==> config.mk <==
export PLATFORM = sky130hd
export DESIGN_NAME = ci_hist_reader
export DESIGN_NICKNAME = d
export VERILOG_FILES = /design/src/rtl/hist_pkg.sv /design/src/rtl/ci_hist_reader.sv
export SDC_FILE = /design/constraint.sdc
export NUM_CORES = 1
export LEC_CHECK = 0
export BUFFER_PORTS_ARGS = -buffer_cell sky130_fd_sc_hd__buf_2
export CAP_MARGIN = 25
export CORE_UTILIZATION = 57
export DETAILED_ROUTE_END_ITERATION = 7
export GPL_TIMING_DRIVEN = 0
export PLACE_DENSITY = 0.85
export SYNTH_ARGS = -nofsm -noshare
export SYNTH_HDL_FRONTEND = slang
export SYNTH_SLANG_ARGS = --single-unit
==> constraint.sdc <==
create_clock -name i_clk -period 5.9 [get_ports i_clk]
set_input_delay 0.59 -clock i_clk [delete_from_list [all_inputs] [get_ports i_clk]]
set_output_delay 0.59 -clock i_clk [all_outputs]
set_load 0.01 [all_outputs]
==> src/rtl/hist_pkg.sv <==
// Shared definitions for the CI histogram read-out path: default widths,
// reader FSM states and the index-width helper.
package hist_pkg;

  localparam int WIDTH_DATA_DEF = 24;

  typedef enum logic [1:0] {
    IDLE = 2'd0,
    SEND = 2'd1,
    DONE = 2'd2
  } hist_state_t;

  // Index width for n entries; never below 1 so a 2-bin reader still has a bit.
  function automatic int idx_width(input int n);
    return (n <= 2) ? 1 : $clog2(n);
  endfunction

endpackage

==> src/rtl/ci_hist_reader.sv <==
// Captures all histogram bins on i_start, clears the accumulator, streams the
// snapshot one bin per beat and reports the total on completion.
module ci_hist_reader
  import hist_pkg::*;
#(
  parameter int WIDTH_DATA = WIDTH_DATA_DEF,
  parameter int NUM_BINS = 2,
  localparam int WIDTH_IDX = idx_width(NUM_BINS),
  localparam int WIDTH_TOTAL = WIDTH_DATA + WIDTH_IDX
) (
  input  logic                           i_clk,
  input  logic                           i_rst,
  input  logic                           i_start,
  input  logic [NUM_BINS*WIDTH_DATA-1:0] i_bins,
  input  logic                           i_ready,
  output logic                           o_clr,
  output logic                           o_valid,
  output logic [WIDTH_DATA-1:0]          o_data,
  output logic [WIDTH_IDX-1:0]           o_idx,
  output logic                           o_last,
  output logic                           o_busy,
  output logic                           o_done,
  output logic [WIDTH_TOTAL-1:0]         o_total,
  output logic                           o_drop
);

  localparam logic [WIDTH_IDX-1:0] LAST_IDX = WIDTH_IDX'(NUM_BINS - 1);

  // Stream handshake: a beat moves on the rising edge where o_valid && i_ready.
  // o_valid is raised only in SEND and never falls before its beat moves;
  // o_data/o_idx/o_last stay fixed while the beat waits.

  hist_state_t                state_q;
  hist_state_t                state_d;
  logic [WIDTH_DATA-1:0]      snap_q [NUM_BINS];
  logic [WIDTH_IDX-1:0]       idx_q;
  logic [WIDTH_IDX-1:0]       idx_nxt;
  logic [WIDTH_DATA-1:0]      data_q;
  logic [WIDTH_TOTAL-1:0]     total_q;
  logic                       clr_q;
  logic                       drop_q;
  logic                       capture;
  logic                       xfer;
  logic                       is_last;

  assign capture = (state_q == IDLE) && i_start;
  assign xfer    = (state_q == SEND) && i_ready;
  assign is_last = (idx_q == LAST_IDX);
  assign idx_nxt = idx_q + WIDTH_IDX'(1);

  always_ff @(posedge i_clk or posedge i_rst) begin
    if (i_rst) begin
      state_q <= IDLE;
    end else begin
      state_q <= state_d;
    end
  end

  always_comb begin
    state_d = state_q;
    unique case (state_q)
      IDLE: if (capture) state_d = SEND;
      SEND: if (xfer && is_last) state_d = DONE;
      DONE: state_d = IDLE;
      default: state_d = IDLE;
    endcase
  end

  // Snapshot is taken only on the capture edge; later accumulator updates are ignored.
  always_ff @(posedge i_clk or posedge i_rst) begin
    if (i_rst) begin
      for (int k = 0; k < NUM_BINS; k++) begin
        snap_q[k] <= '0;
      end
    end else if (capture) begin
      for (int k = 0; k < NUM_BINS; k++) begin
        snap_q[k] <= i_bins[k*WIDTH_DATA +: WIDTH_DATA];
      end
    end
  end

  always_ff @(posedge i_clk or posedge i_rst) begin
    if (i_rst) begin
      idx_q <= '0;
    end else if (capture) begin
      idx_q <= '0;
    end else if (xfer && !is_last) begin
      idx_q <= idx_nxt;
    end
  end

  // Word register tracks snap_q[idx_q] so o_data is a flop, not a mux output.
  always_ff @(posedge i_clk or posedge i_rst) begin
    if (i_rst) begin
      data_q <= '0;
    end else if (capture) begin
      data_q <= i_bins[0 +: WIDTH_DATA];
    end else if (xfer && !is_last) begin
      data_q <= snap_q[idx_nxt];
    end
  end

  always_ff @(posedge i_clk or posedge i_rst) begin
    if (i_rst) begin
      total_q <= '0;
    end else if (capture) begin
      total_q <= '0;
    end else if (xfer) begin
      total_q <= total_q + WIDTH_TOTAL'(data_q);
    end
  end

  always_ff @(posedge i_clk or posedge i_rst) begin
    if (i_rst) begin
      clr_q  <= 1'b0;
      drop_q <= 1'b0;
    end else begin
      clr_q <= capture;
      if (i_start && (state_q != IDLE)) begin
        drop_q <= 1'b1;
      end
    end
  end

  assign o_clr   = clr_q;
  assign o_valid = (state_q == SEND);
  assign o_data  = data_q;
  assign o_idx   = idx_q;
  assign o_last  = (state_q == SEND) && is_last;
  assign o_busy  = (state_q != IDLE);
  assign o_done  = (state_q == DONE);
  assign o_total = total_q;
  assign o_drop  = drop_q;

endmodule

Yosys cells after proc, flatten, opt, wreduce, memory -nomap -nowiden
Cells that the tools add are included.
{ "classes": {"bitwise_logic": 1, "n_addsub": 2, "magnitude_cmp": 1, "n_reduce_logical": 12, "mux": 12, "eq_ne": 4} }
{ "op_table": {"columns": ["operator", "count"], "rows": [
  ["$mux 24", 5],
  ["$mux 25", 2],
  ["$add 25x24->25", 1],
  ["$logic_and 1x1->1", 6],
  ["$reduce_bool 2->1", 3],
  ["$mux 2", 2],
  ["$pmux 2 s2", 1],
  ["$eq 2x1->1 const B", 1],
  ["$eq 2x2->1 const B", 1],
  ["$ge 2x2->1 const B", 1],
  ["$logic_not 2->1", 1],
  ["$mux 1", 2],
  ["$ne 2x1->1 const B", 1],
  ["$ne 2x2->1 const B", 1],
  ["$not 1->2", 1],
  ["$reduce_and 2->1", 1],
  ["$add 1x1->1 const B", 1],
  ["$logic_not 1->1", 1]
]} }
{ "totals": {"input_bits": 52, "out_inout_bits": 56, "word_cells": 40, "register_bits": 102} }

Depth between registers and ports, before layout
Gate-level depths: netlist of the first run.
{ "logic_depth": {"depth_word": 7, "depth_mapped": 9, "depth_no_buf": 9} }

Worst setup path before layout of the first run
Ideal clock, no wire load.
{ "synth_timing": {"kind": "register to register", "from": "register data_q[0] (netlist: o_data[0])", "to": "register total_q[22] (netlist: o_total[22])", "setup_ns": 0.134, "path_stages_with_launch": 10, "n_path_buf": 0, "path_slack_ns": 3.490, "synth_period_minus_slack_ns": 2.410, "required_time_ns": 5.766, "arrival_ns": 2.276, "cell_sequence": "dfrtp_1 ha_1 fa_1 a211oi_1 o211ai_2 a21boi_1 a31oi_1 a31oi_1 xor2_1 o21ai_0"} }
{ "synth_via": {"elab_chain_len": 3} }
{ "synth_lines": {"columns": ["item", "line_no", "rtl"], "rows": [
  ["start, declared", "ci_hist_reader.sv:38", "logic [WIDTH_DATA-1:0] data_q;"],
  ["start signal, assigned", "ci_hist_reader.sv:97", "data_q <= i_bins[0 +: WIDTH_DATA];"],
  ["start signal, assigned", "ci_hist_reader.sv:99", "data_q <= snap_q[idx_nxt];"],
  ["$add 25x24->25", "ci_hist_reader.sv:109", "total_q <= total_q + WIDTH_TOTAL'(data_q);"],
  ["$mux 25", "ci_hist_reader.sv:108", "end else if (xfer) begin"],
  ["$mux 25", "ci_hist_reader.sv:106", "end else if (capture) begin"],
  ["end signal, assigned", "ci_hist_reader.sv:109", null],
  ["end, declared", "ci_hist_reader.sv:39", "logic [WIDTH_TOTAL-1:0] total_q;"]
]} }
Every way passes these cells. The select of a mux whose other input is x is not followed.
A chain may end at the register's enable or synchronous reset.

Final worst setup path of the first run
Ends and elaborated chain as after synthesis.

==> impl_table.tex, run 1 <==
\begin{tabular}{lr}
\hline
Metric & Value \\
\hline
\multicolumn{2}{l}{\textbf{Outcome}} \\
Status & complete, no violations \\
\multicolumn{2}{l}{\textbf{Routing}} \\
Via count of the routed design & 4,026 \\
Routed wire length & 11,600 microns \\
Remaining routing DRC violations & 0 \\
Met1 Wirelength & 4930 microns \\
Mean number of vias per cell & 5.78 \\
DRC marker count from the first detailed-route iteration & 236 \\
Uppermost metal layer occupied by signal nets & met4 \\
Routed wire length per instance & 16.7 microns \\
Antenna violation net count after detailed routing & 0 \\
Drt first pass iters & 5 \\
Met3 wire length & 637 microns \\
Met2 Routed Length & 5810 microns \\
\multicolumn{2}{l}{\textbf{Floorplanning}} \\
Vert. Die Dim & 88.9 microns \\
Core box area & 7290 sq um \\
Die area & 7900 sq um \\
Row cnt & 31 \\
Starting density of the core & 59.0\% \\
Horiz. Die Dim & 88.9 microns \\
Number of placed I/O pins & 108 \\
\multicolumn{2}{l}{\textbf{Cells and area}} \\
Non-filler instance count after layout & 697 \\
Layout-stage area growth over the synthesis result & 20.7\% \\
N\_diodes & 0 \\
Total area of multi-input combinational cells & 2230 sq um \\
Most frequent standard cell in the layout excluding fill and tap cells & sky130\_fd\_sc\_hd\_\_nand2\_1 \\
Share of cells above drive strength 1 & 22.7\% \\
Area taken by flip-flops and latches & 1950 sq um \\
Cell area after layout & 5190 sq um \\
Highest-count cells in the layout ignoring fill and taps & 135 x sky130\_fd\_sc\_hd\_\_nand2\_1, 111 x sky130\_fd\_sc\_hd\_\_buf\_2, 78 x sky130\_fd\_sc\_hd\_\_dfrtp\_1 \\
NumNets Final & 670 \\
Layout filler cell count & 627 \\
\multicolumn{2}{l}{\textbf{Synthesis}} \\
Synth Area in Compound Gates & 16.5\% \\
Number of flops mapped to enable cells by yosys & 0 \\
Syn. warnings & 0 \\
Net count after synthesis & 551 \\
Post-Synth Adder-Cell Area & 7.45\% \\
Count of cell types in the netlist & 51 \\
Post-Synthesis Cells & 474 \\
Mapped cell area & 4300 sq um \\
Seq cells post-synth & 78 \\
Async set or reset register ratio after synthesis & 100\% \\
Share of cell area taken by muxes after synthesis & 5.82\% \\
Combinational family with the most area after synthesis & simple AND/OR/NAND/NOR gates \\
Portion of the post-synthesis area used by sequential elements & 45.4\% \\
Mean cell area of the mapped netlist & 9.07 sq um \\
Post-synthesis xor/xnor area fraction & 3.26\% \\
Most frequently used flop master after synthesis & sky130\_fd\_sc\_hd\_\_dfrtp\_1 \\
Simple-gate area share of the yosys netlist & 18.8\% \\
\multicolumn{2}{l}{\textbf{Timing}} \\
Fraction of the cycle the final worst path needs & 49.1\% \\
Setup\_tns & 0 ns \\
Headroom to the max-slew limit & 61.6\% \\
Unrepaired setup endpoints after global routing & no \\
Final max-slew violation count & 0 \\
Setup clock skew after layout & 0.0105 ns \\
Worst Max-Slew Pin Slew & 0.575 ns \\
Final Hold Viols & 0 \\
Number of setup violations in the final report & 0 \\
F\_max & 0.345 GHz \\
Post-layout minimum cycle time & 2.90 ns \\
\multicolumn{2}{l}{\textbf{Clocking}} \\
Hold buffer count at cts & 0 \\
CTS clock-pin slew for the worst setup and hold paths & 0.09 ns \\
Clock tree buffer depth & 2 \\
Quantity of gates resized following cts & 0 \\
Number of setup buffers added after CTS & 0 \\
Later-pin clock latency in the skew report & 0.37 ns \\
Number of levels the H-tree was split into & 3 \\
Number of clock buffers inserted by TritonCTS & 9 \\
CTS tree & done \\
Sink Count & 78 \\
Clock tree root buffer cell & sky130\_fd\_sc\_hd\_\_clkbuf\_8 \\
\multicolumn{2}{l}{\textbf{Place}} \\
Sum of net half-perimeters after detailed placement & 8300 microns \\
Final estimated routing congestion in global placement & 0.914 \\
Number of cells after detailed placement & 681 \\
Placed inst area & 4980 sq um \\
IO buf count & 107 \\
\multicolumn{2}{l}{\textbf{Setup path}} \\
Largest driver fanout on the critical path & 3 \\
Crit Path Category & reg -> reg \\
Startpoint of the worst register-to-register path & o\_data[0]\$\_DFFE\_PP0P\_ \\
Depth of the most critical reg-to-reg path & 9 \\
Worst EP arrival & 3.13 ns \\
Sort of element at the start of the critical path & register \\
Register-to-register path setup slack & 3.00 ns \\
Worst EP required & 6.13 ns \\
Worst R2R End & o\_total[22]\$\_DFFE\_PP0P\_ \\
Critical Path End Type & register \\
\multicolumn{2}{l}{\textbf{Pwr}} \\
Worst vdd ir & 0.292 mV \\
Relative contribution of combinational cells to total power & 53.5\% \\
Net switching share of the total power & 45.9\% \\
Clock network power share & 14.4\% \\
PwrDens & 574 nW/um\^{}2 \\
Sequential Power Share & 32.1\% \\
Sw Pwr & 1.37 mW \\
Internal power & 1.61 mW \\
Leak Pwr & 2.62 nW \\
\multicolumn{2}{l}{\textbf{Min path}} \\
Hold Crit Class & in -> async \\
\multicolumn{2}{l}{\textbf{GRT}} \\
Wire length of the first global-routing pass & 18,500 microns \\
Largest net degree at the start of global routing & 42 \\
Antenna violations before repair & 0 \\
GR Util All Layers & 31.5\% \\
GRT Residual Overflow & 0 \\
Vias in the first global route & 3,945 \\
\multicolumn{2}{l}{\textbf{Flow run}} \\
Total of max-cap violations & 0 \\
\hline
\end{tabular}
==> per-stage QoR <==
step / worst slack [ns] / hold WS, ns / total power, mW / utilization [%]
3_5_place_dp: 3.18 / 0.443 / 2.51 / 68.3
3_3_place_gp: 2.48 / 0.434 / 2.43 / 68.0
6_report: 3.00 / 0.244 / 2.98 / 71.2
2_1_floorplan: 3.31 / 0.444 / 2.02 / -
5_1_grt: 2.88 / 0.290 / 3.20 / 71.2
4_1_cts: 3.04 / 0.267 / 2.96 / 71.2
==> worst max path at each step <==
| stage | from | to | cells after the start |
|---|---|---|---|
| final | o_data[0]$_DFFE_PP0P_ | o_total[22]$_DFFE_PP0P_ | 9 |
| after global routing | o_data[0]$_DFFE_PP0P_ | o_total[22]$_DFFE_PP0P_ | 9 |
| after CTS | o_data[0]$_DFFE_PP0P_ | o_total[22]$_DFFE_PP0P_ | 9 |
| after detailed placement | o_data[0]$_DFFE_PP0P_ | o_total[22]$_DFFE_PP0P_ | 9 |
| after global placement | i_rst | snap_q[11]$_DFFE_PP0P_ | 2 |
| after floorplan | i_rst | o_clr$_DFF_PP0_ | 1 |
==> synthesized netlist by cell type (2+ instances only) <==
library cell,instances,area share [%]
sky130_fd_sc_hd__nand3_1,12,1.4
sky130_fd_sc_hd__o21ai_0,41,4.8
sky130_fd_sc_hd__buf_2,4,0.47
sky130_fd_sc_hd__a211oi_1,4,0.70
sky130_fd_sc_hd__a22o_1,2,0.41
sky130_fd_sc_hd__ha_1,24,7.0
sky130_fd_sc_hd__a41oi_1,2,0.41
sky130_fd_sc_hd__xor2_1,7,1.4
sky130_fd_sc_hd__and3_1,5,0.73
sky130_fd_sc_hd__and2_1,3,0.44
sky130_fd_sc_hd__nand2_1,135,12
sky130_fd_sc_hd__nor3_1,3,0.35
sky130_fd_sc_hd__nand4_1,3,0.44
sky130_fd_sc_hd__a31oi_1,3,0.44
sky130_fd_sc_hd__a32o_1,2,0.47
sky130_fd_sc_hd__a21oi_2,2,0.41
sky130_fd_sc_hd__dfrtp_1,78,45
sky130_fd_sc_hd__clkbuf_1,18,1.6
sky130_fd_sc_hd__a21boi_1,2,0.35
sky130_fd_sc_hd__o21ai_1,11,1.3
sky130_fd_sc_hd__a21o_1,7,1.2
sky130_fd_sc_hd__a21oi_1,16,1.9
sky130_fd_sc_hd__o21a_1,2,0.35
sky130_fd_sc_hd__o211ai_1,4,0.70
sky130_fd_sc_hd__nor2_1,10,0.87
sky130_fd_sc_hd__xnor2_1,9,1.8
sky130_fd_sc_hd__o2111ai_1,3,0.61
sky130_fd_sc_hd__mux2i_1,25,5.8
sky130_fd_sc_hd__nor4_1,3,0.44
sky130_fd_sc_hd__nand3b_1,5,0.87
sky130_fd_sc_hd__nand2b_1,2,0.29
sky130_fd_sc_hd__inv_1,8,0.70
==> cell families (layout without fill, tap and decap cells) <==
family                   after synthesis  after routing
AND/OR/NAND/NOR                      188            188
adder cells (fa/ha/maj)               25             25
flip-flops                            78             78
XOR/XNOR                              16             16
AO/OA/AOI/OAI                        111            111
buffers and inverters                 31            155
multiplexers                          25             25
==> registers in the layout, indices dropped and copies added, names as in the netlist <==
signal	flops
o_total	25
o_idx	1
snap_q	24
o_data	24
state_q	2
o_drop	1
o_clr	1
==> final cells by class <==
class,instances,area share (%)
sequential,78,37.6
tap,99,2.39
multi-input combinational,365,42.9
clock inverter,5,1.11
inverter,8,0.627
buffer,23,1.76
timing repair buffer,108,10.7
clock buffer,11,2.92
==> power groups by stage <==
stage               combinational [mW]  clock, mW  sequential (mW)
CTS                               1.58      0.427            0.954
global route                      1.77      0.447            0.978
global placement                  1.48          0            0.949
floorplan                         1.03          0            0.988
detailed placement                1.54          0            0.964
finish                            1.59      0.430            0.956
==> layer usage <==
metal,GRT usage [%],vias up
met5,0,-
met4,14.7,0
met3,4.76,25
met2,52.9,167
met1,40.1,1941
li1,-,1893
==> worst max-delay path, cell delays in order (launching register included) <==
cell and delay (ns):
sky130_fd_sc_hd__dfrtp_1 0.41, sky130_fd_sc_hd__ha_1 0.24, sky130_fd_sc_hd__fa_1 0.44, sky130_fd_sc_hd__a211oi_1 0.34
sky130_fd_sc_hd__o211ai_2 0.16, sky130_fd_sc_hd__a21boi_1 0.30, sky130_fd_sc_hd__a31oi_1 0.24, sky130_fd_sc_hd__a31oi_1 0.30
sky130_fd_sc_hd__xor2_1 0.21, sky130_fd_sc_hd__o21ai_0 0.11
No activity file was read; power rests on OpenSTA's default activity.
==> run 2: changes to the inputs <==
- ABC_AREA: default -> 1
- CORE_UTILIZATION: 57 -> 56
- PLACE_DENSITY: 0.85 -> 0.8
- clock period: 5.9 -> 2.7 ns (I/O delays scaled with it)
==> run 2 against run 1 <==
  * Power grew to 3.2 times the previous value
  * Synthesized cell count grew 72%
  * First-iteration DRC count grew 72%
  * Clock-buffer cell count shrank 2
  * Critical path depth grew 2
  * Critical path type unchanged
  * Setup slack lost 2.4 ns
  * Clock power grew 130%
  * Cell area grew 33%
  * Non-clock buffer count grew 6
  * Hold slack lost 0.15 ns
==> impl_table.tex, run 2 <==
\begin{tabular}{lr}
\hline
Metric & Value \\
\hline
\multicolumn{2}{l}{\textbf{Timing}} \\
Number of setup violations in the final report & 0 (unchanged) \\
Unrepaired setup endpoints after global routing & no \\
F\_max & 0.480 GHz (+39\%) \\
Final max-slew violation count & 0 (unchanged) \\
Worst Max-Slew Pin Slew & 0.582 ns (+0.00625 ns) \\
Final Hold Viols & 0 (unchanged) \\
Setup clock skew after layout & 0.0170 ns (+0.00648 ns) \\
Post-layout minimum cycle time & 2.08 ns (-0.813 ns) \\
Setup\_tns & 0 ns (unchanged) \\
Headroom to the max-slew limit & 61.2\% (-0.42 points) \\
Fraction of the cycle the final worst path needs & 77.2\% (+28 points) \\
\multicolumn{2}{l}{\textbf{Synthesis}} \\
Post-Synth Adder-Cell Area & 5.38\% (-2.1 points) \\
Mean cell area of the mapped netlist & 7.30 sq um (-20\%) \\
Post-synthesis xor/xnor area fraction & 0.147\% (-3.1 points) \\
Simple-gate area share of the yosys netlist & 28.5\% (+9.7 points) \\
Portion of the post-synthesis area used by sequential elements & 42.9\% (-2.5 points) \\
Seq cells post-synth & 102 (+31\%) \\
Mapped cell area & 5960 sq um (+38\%) \\
Count of cell types in the netlist & 30 (-41\%) \\
Synth Area in Compound Gates & 13.6\% (-2.9 points) \\
Cells taking the most area after synthesis & sky130\_fd\_sc\_hd\_\_dfrtp\_1 43\%, sky130\_fd\_sc\_hd\_\_nand2\_1 19\%, sky130\_fd\_sc\_hd\_\_inv\_1 6.7\% \\
Largest area contributor in the synthesized netlist & sky130\_fd\_sc\_hd\_\_dfrtp\_1 \\
Combinational family with the most area after synthesis & simple AND/OR/NAND/NOR gates \\
Share of cell area taken by muxes after synthesis & 0\% (-5.8 points) \\
Most frequently used flop master after synthesis & sky130\_fd\_sc\_hd\_\_dfrtp\_1 \\
Post-Synthesis Cells & 816 (+72\%) \\
Async set or reset register ratio after synthesis & 100\% (unchanged) \\
Count leader, synth & sky130\_fd\_sc\_hd\_\_nand2\_1 \\
Number of flops mapped to enable cells by yosys & 0 (unchanged) \\
Syn. warnings & 0 (unchanged) \\
Share of the synthesized area in the top cell type & 42.9\% (-2.5 points) \\
Synth top cells by count & 303 x sky130\_fd\_sc\_hd\_\_nand2\_1, 106 x sky130\_fd\_sc\_hd\_\_inv\_1, 102 x sky130\_fd\_sc\_hd\_\_dfrtp\_1 \\
Net count after synthesis & 893 (+62\%) \\
\multicolumn{2}{l}{\textbf{GRT}} \\
GR Util All Layers & 30.0\% (-1.5 points) \\
Antenna violations before repair & 0 (unchanged) \\
Largest net degree at the start of global routing & 42 (unchanged) \\
Vias in the first global route & 5,283 (+34\%) \\
Wire length of the first global-routing pass & 25,800 microns (+39\%) \\
GRT Residual Overflow & 0 (unchanged) \\
\multicolumn{2}{l}{\textbf{Setup path}} \\
Critical Path End Type & register \\
Register-to-register path setup slack & 0.62 ns (-2.39 ns) \\
Worst Setup SP & o\_data[0]\$\_DFFE\_PP0P\_ \\
Worst EP required & 3.00 ns (-3.13 ns) \\
CP bufs+invs & 0 (unchanged) \\
Cell family contributing the most delay on the critical path & simple AND/OR/NAND/NOR gates \\
Crit Path Category & reg -> reg \\
Largest stage delay, worst path & 0.43 ns (about the same) \\
Sort of element at the start of the critical path & register \\
Cell with the most instances on the worst path & sky130\_fd\_sc\_hd\_\_nand2\_1 \\
Largest driver fanout on the critical path & 5 (+2) \\
Startpoint of the worst register-to-register path & o\_data[0]\$\_DFFE\_PP0P\_ \\
Series of cell instances along the critical path & ha\_1, fa\_1, nand2\_1, nand2\_1, nand3\_1, nand2\_1, nand2\_1, nand2\_1, nand2\_1, nand2\_1, o21ai\_0 \\
Worst EP arrival & 2.39 ns (-0.74 ns) \\
Count of cell instances traversed by the critical path & 11 (+2) \\
Depth of the most critical reg-to-reg path & 11 (+2) \\
Worst path slowest cell & sky130\_fd\_sc\_hd\_\_fa\_1 \\
\multicolumn{2}{l}{\textbf{Routing}} \\
Antenna violation net count after detailed routing & 0 (unchanged) \\
Routed wire length per instance & 14.5 microns (-13\%) \\
DRC marker count from the first detailed-route iteration & 406 (+72\%) \\
Routed wire length & 15,600 microns (+34\%) \\
Met1 Wirelength & 6980 microns (+42\%) \\
Met3 wire length & 850 microns (+33\%) \\
Remaining routing DRC violations & 0 (unchanged) \\
Via count of the routed design & 5,581 (+39\%) \\
Drt first pass iters & 5 (unchanged) \\
Uppermost metal layer occupied by signal nets & met4 \\
Met2 Routed Length & 7440 microns (+28\%) \\
Mean number of vias per cell & 5.18 (-10\%) \\
\multicolumn{2}{l}{\textbf{Clocking}} \\
Number of clock buffers inserted by TritonCTS & 9 (unchanged) \\
Clock tree root buffer cell & sky130\_fd\_sc\_hd\_\_clkbuf\_8 \\
Quantity of gates resized following cts & 0 (unchanged) \\
Clock tree buffer depth & 2 (unchanged) \\
CTS tree & done \\
Number of levels the H-tree was split into & 3 (unchanged) \\
Later-pin clock latency in the skew report & 0.38 ns (about the same) \\
Sink Count & 102 (+31\%) \\
CTS clock-pin slew for the worst setup and hold paths & 0.11 ns (+0.02 ns) \\
\multicolumn{2}{l}{\textbf{Cells and area}} \\
Max FFs per register & 48 (+92\%) \\
Share of cells above drive strength 1 & 18.2\% (-4.6 points) \\
Post-Route Utilization & 66.9\% (-4.3 points) \\
Register with the most flip-flops & snap\_q \\
Most frequent standard cell in the layout excluding fill and tap cells & sky130\_fd\_sc\_hd\_\_nand2\_1 \\
NumNets Final & 1,014 (+51\%) \\
Layout-stage area growth over the synthesis result & 16.0\% \\
Highest-count cells in the layout ignoring fill and taps & 303 x sky130\_fd\_sc\_hd\_\_nand2\_1, 118 x sky130\_fd\_sc\_hd\_\_buf\_2, 105 x sky130\_fd\_sc\_hd\_\_inv\_1 \\
N\_diodes & 0 (unchanged) \\
\multicolumn{2}{l}{\textbf{Floorplanning}} \\
Die area & 11,100 sq um (+40\%) \\
Number of placed I/O pins & 108 (unchanged) \\
Vert. Die Dim & 105 microns (+18\%) \\
Horiz. Die Dim & 105 microns (+18\%) \\
Row cnt & 37 (+19\%) \\
Core box area & 10,300 sq um (+42\%) \\
Starting density of the core & 57.7\% (-1.3 points) \\
\multicolumn{2}{l}{\textbf{Outcome}} \\
Status & complete, no violations \\
\multicolumn{2}{l}{\textbf{Flow run}} \\
Total of max-cap violations & 0 (unchanged) \\
\multicolumn{2}{l}{\textbf{Pwr}} \\
Worst vdd ir & 0.822 mV (+180\%) \\
PwrDens & 1370 nW/um\^{}2 (+140\%) \\
Leak Pwr & 3.77 nW (+44\%) \\
\multicolumn{2}{l}{\textbf{Place}} \\
IO buf count & 107 (unchanged) \\
Sum of net half-perimeters after detailed placement & 12,200 microns (+47\%) \\
Final estimated routing congestion in global placement & 0.925 (+1.2\%) \\
\multicolumn{2}{l}{\textbf{Min path}} \\
Hold Crit Class & in -> reg \\
Worst hold path cell count & 3 \\
Beginning of the worst hold path & i\_bins[24] \\
\hline
\end{tabular}
==> run 2: final timing paths <==
path,endpoint
max reg2reg,o_total[12]$_DFFE_PP0P_
max in group asynchronous,o_data[13]$_DFFE_PP0P_
min in group asynchronous,o_clr$_DFF_PP0_
min,snap_q[0]$_DFFE_PP0P_
max,o_total[12]$_DFFE_PP0P_
min reg2reg,o_drop$_DFFE_PP0P_
==> run 2: cell type report <==
cell class | count | area [sq um]
Multi-Input combinational cell | 576 | 2840
Fill cell | 959 | 3410
Clock inverter | 6 | 70.1
Tap cell | 136 | 170
Clock buffer | 9 | 124
Timing Repair Buffer | 110 | 586
Buffer | 27 | 145
Inverter | 111 | 423
Sequential cell | 102 | 2550
==> run 2: power breakdown <==
group          total, mW  switching, mW  internal [mW]  leakage, nW
clock network       1.01          0.574          0.432       0.0936
registers           2.76          0.515           2.25         1.24
logic               5.70           3.66           2.04         2.44
total               9.47           4.75           4.72         3.77
==> run 2: tightest hold or removal path, cell delays in order <==
cell and delay, ns:
sky130_fd_sc_hd__buf_2 0.07, sky130_fd_sc_hd__nand2_1 0.04, sky130_fd_sc_hd__o21ai_0 0.05
==> run 2: timing repair <==
item	CTS	global route
hold endpoints to repair	24	0
buffers inserted	0	0
hold buffers	1	0
==> run 2: kinds of logic after synthesis <==
kind of cell / Yosys count
XOR/XNOR: 1
buffers and inverters: 138
AND/OR/NAND/NOR: 420
adder cells (fa/ha/maj): 25
flip-flops: 102
AO/OA/AOI/OAI: 130
==> run 2: routing by layer <==
metal	track usage [%]	vias to the layer above
met5	0	-
met4	9.46	0
met3	4.30	22
met2	49.8	155
met1	40.7	2586
li1	-	2818
==> run 2: stage by stage <==
| step | instances | power [mW] | setup WS [ns] | instance area, sq um | hold WS [ns] |
|---|---|---|---|---|---|
| after floorplan | 816 | 6.78 | 0.901 | 5960 | 0.391 |
| after global placement | 1059 | 8.30 | 0.557 | 6670 | 0.433 |
| after detailed placement | 1061 | 8.42 | 0.676 | 6710 | 0.334 |
| after CTS | 1077 | 9.45 | 0.621 | 6910 | 0.0898 |
| after global routing | 1077 | 10.4 | 0.424 | 6910 | 0.0908 |
| final | 1077 | 9.47 | 0.615 | 6910 | 0.0949 |
==> run 3: changes to the inputs <==
- clock period: 2.7 -> 2.2 ns (I/O delays scaled with it)
==> run 3 against run 2 <==
  * Combinational power is 23% higher
  * Die area stayed put
  * Flip-flop and latch count stayed put
  * Sequential share of layout area hardly changed
  * Fmax is 5.1% higher
  * Clock power is 22% higher
  * Sequential power is 23% higher
  * Non-clock buffer count stayed put
  * Routed wire length hardly changed
  * Cell count stayed put
  * Largest power group unchanged
  * Highest routed layer unchanged
==> impl_table.tex, run 3 (synthesis gave the netlist of run 2 again) <==
\begin{tabular}{lr}
\hline
Metric & Value \\
\hline
\multicolumn{2}{l}{\textbf{Outcome}} \\
Status & complete, no violations \\
\multicolumn{2}{l}{\textbf{Place}} \\
Sum of net half-perimeters after detailed placement & 12,200 microns (unchanged) \\
IO buf count & 107 (unchanged) \\
Final estimated routing congestion in global placement & 0.925 (unchanged) \\
Placed inst area & 6710 sq um (unchanged) \\
\multicolumn{2}{l}{\textbf{Routing}} \\
Mean number of vias per cell & 5.19 (+0.16\%) \\
Remaining routing DRC violations & 0 (unchanged) \\
Drt first pass iters & 5 (unchanged) \\
Antenna violation net count after detailed routing & 0 (unchanged) \\
Routed wire length & 15,600 microns (about the same) \\
DRC marker count from the first detailed-route iteration & 398 (-2.0\%) \\
Via count of the routed design & 5,590 (+0.16\%) \\
Routed wire length per instance & 14.5 microns (about the same) \\
\multicolumn{2}{l}{\textbf{Cells and area}} \\
Share of cells above drive strength 1 & 18.5\% (+0.32 points) \\
Layout-stage area growth over the synthesis result & 16.1\% \\
Most frequent standard cell in the layout excluding fill and tap cells & sky130\_fd\_sc\_hd\_\_nand2\_1 \\
N\_diodes & 0 (unchanged) \\
NumNets Final & 1,014 (unchanged) \\
Post-Route Utilization & 67.0\% (+0.073 points) \\
Highest-count cells in the layout ignoring fill and taps & 302 x sky130\_fd\_sc\_hd\_\_nand2\_1, 118 x sky130\_fd\_sc\_hd\_\_buf\_2, 105 x sky130\_fd\_sc\_hd\_\_inv\_1 \\
Register with the most flip-flops & snap\_q \\
Cell area after layout & 6920 sq um (+0.11\%) \\
Max FFs per register & 48 (unchanged) \\
\multicolumn{2}{l}{\textbf{GRT}} \\
Wire length of the first global-routing pass & 25,800 microns (unchanged) \\
GRT Residual Overflow & 0 (unchanged) \\
Vias in the first global route & 5,283 (unchanged) \\
Antenna violations before repair & 0 (unchanged) \\
Largest net degree at the start of global routing & 42 (unchanged) \\
GR Util All Layers & 30.0\% (unchanged) \\
\multicolumn{2}{l}{\textbf{Clocking}} \\
Number of clock buffers inserted by TritonCTS & 9 (unchanged) \\
CTS tree & done \\
Number of setup buffers added after CTS & 0 (unchanged) \\
Later-pin clock latency in the skew report & 0.38 ns (about the same) \\
Clock tree buffer depth & 2 (unchanged) \\
CTS clock-pin slew for the worst setup and hold paths & 0.10 ns (about the same) \\
Clock tree root buffer cell & sky130\_fd\_sc\_hd\_\_clkbuf\_8 \\
Number of levels the H-tree was split into & 3 (unchanged) \\
Sink Count & 102 (unchanged) \\
\multicolumn{2}{l}{\textbf{Setup path}} \\
Worst EP arrival & 2.26 ns (-0.13 ns) \\
Register-to-register path setup slack & 0.22 ns (-0.40 ns) \\
Cell with the most instances on the worst path & sky130\_fd\_sc\_hd\_\_nand2\_1 \\
Worst EP required & 2.47 ns (-0.53 ns) \\
Largest stage delay, worst path & 0.45 ns (+0.02 ns) \\
Sort of element at the start of the critical path & register \\
Critical Path End Type & register \\
Series of cell instances along the critical path & ha\_1, nand2\_1, nor2\_1, nand3\_1, nand3b\_1, nand2\_1, nand2\_1, nand2\_1, nand3\_1, nand2\_1 \\
Crit Path Category & reg -> reg \\
Cell family contributing the most delay on the critical path & simple AND/OR/NAND/NOR gates \\
Largest driver fanout on the critical path & 5 (unchanged) \\
CP bufs+invs & 0 (unchanged) \\
Worst path slowest cell & sky130\_fd\_sc\_hd\_\_dfrtp\_1 \\
\multicolumn{2}{l}{\textbf{Timing}} \\
Headroom to the max-slew limit & 61.2\% (about the same) \\
Fraction of the cycle the final worst path needs & 90.2\% (+13 points) \\
Setup\_tns & 0 ns (unchanged) \\
Final Hold Viols & 0 (unchanged) \\
Number of setup violations in the final report & 0 (unchanged) \\
Worst Max-Slew Pin Slew & 0.582 ns (+0.000218 ns) \\
Post-layout minimum cycle time & 1.98 ns (-0.101 ns) \\
F\_max & 0.504 GHz (+5.1\%) \\
Setup clock skew after layout & 0.0162 ns (-0.000793 ns) \\
Final max-slew violation count & 0 (unchanged) \\
Unrepaired setup endpoints after global routing & no \\
\multicolumn{2}{l}{\textbf{Floorplanning}} \\
Vert. Die Dim & 105 microns (unchanged) \\
Number of placed I/O pins & 108 (unchanged) \\
Horiz. Die Dim & 105 microns (unchanged) \\
Row cnt & 37 (unchanged) \\
Starting density of the core & 57.7\% (unchanged) \\
Die area & 11,100 sq um (unchanged) \\
Core box area & 10,300 sq um (unchanged) \\
\multicolumn{2}{l}{\textbf{Pwr}} \\
Worst vdd ir & 1.01 mV (+23\%) \\
PwrDens & 1680 nW/um\^{}2 (+23\%) \\
Leak Pwr & 3.77 nW (about the same) \\
\multicolumn{2}{l}{\textbf{Flow run}} \\
Total of max-cap violations & 0 (unchanged) \\
\multicolumn{2}{l}{\textbf{Min path}} \\
Hold Crit Class & in -> reg \\
\hline
\end{tabular}
run 3: cell counts in the layout (fill, tap and decap cells not counted):
Identical to the previous run, type by type.
run 3: path summary, 6_finish.rpt:
path | startpoint | to | depth (start not counted)
worst max register to register | o_data[7]$_DFFE_PP0P_ | o_total[17]$_DFFE_PP0P_ | 10
max in group asynchronous | i_rst | o_data[13]$_DFFE_PP0P_ | 5
worst max-delay path | o_data[7]$_DFFE_PP0P_ | o_total[17]$_DFFE_PP0P_ | 10
min in group asynchronous | i_rst | o_clr$_DFF_PP0_ | 3
worst min-delay path | i_bins[24] | snap_q[0]$_DFFE_PP0P_ | 3
worst min register to register | o_drop$_DFFE_PP0P_ | o_drop$_DFFE_PP0P_ | 1
run 3: power breakdown:
group	internal, mW	total (mW)	switching, mW
combinational	2.51	7.01	4.50
clock	0.531	1.23	0.703
sequential	2.76	3.39	0.631
run 3: cell type report:
type	instances	area (sq um)
Clock buffer	9	124
Clock inverter	6	70.1
Inverter	111	423
Buffer	27	145
Fill cell	958	3410
Timing Repair Buffer	110	586
Tap cell	136	170
Sequential cell	102	2550
Multi-Input combinational cell	576	2850
run 3: tightest hold or removal path, delay by kind of cell:
kind | cells | cell delay [ns]
AND/OR/NAND/NOR | 1 | 0.04
AO/OA/AOI/OAI | 1 | 0.05
buffers and inverters | 1 | 0.07
run 3: what timing repair did:
action,in CTS,in global routing
resized for setup,0,3
hold buffers,1,0
setup endpoints to repair,0,3
hold endpoints to repair,24,0
run 3: stage by stage:
| step | power (mW) | hold WS, ns | instances | worst slack [ns] |
|---|---|---|---|---|
| after detailed placement | 10.3 | 0.284 | 1061 | 0.176 |
| final | 11.6 | 0.0464 | 1077 | 0.216 |
| after global placement | 10.2 | 0.426 | 1059 | 0.107 |
| after global routing | 12.8 | 0.0408 | 1077 | 0.0525 |
| after floorplan | 8.32 | 0.341 | 816 | 0.401 |
| after CTS | 11.6 | 0.0398 | 1077 | 0.121 |
run 3: per-layer routing:
| metal | global-route usage, % | vias to the layer above | wire length, microns | part of all wire (%) |
|---|---|---|---|---|
| met2 | 49.8 | 151 | 7400 | 48 |
| met4 | 9.46 | 0 | 332 | 2.1 |
| met1 | 40.7 | 2595 | 7050 | 45 |
| met3 | 4.30 | 26 | 782 | 5.0 |
| met5 | 0 | - | 0 | 0 |
| li1 | - | 2818 | - | - |
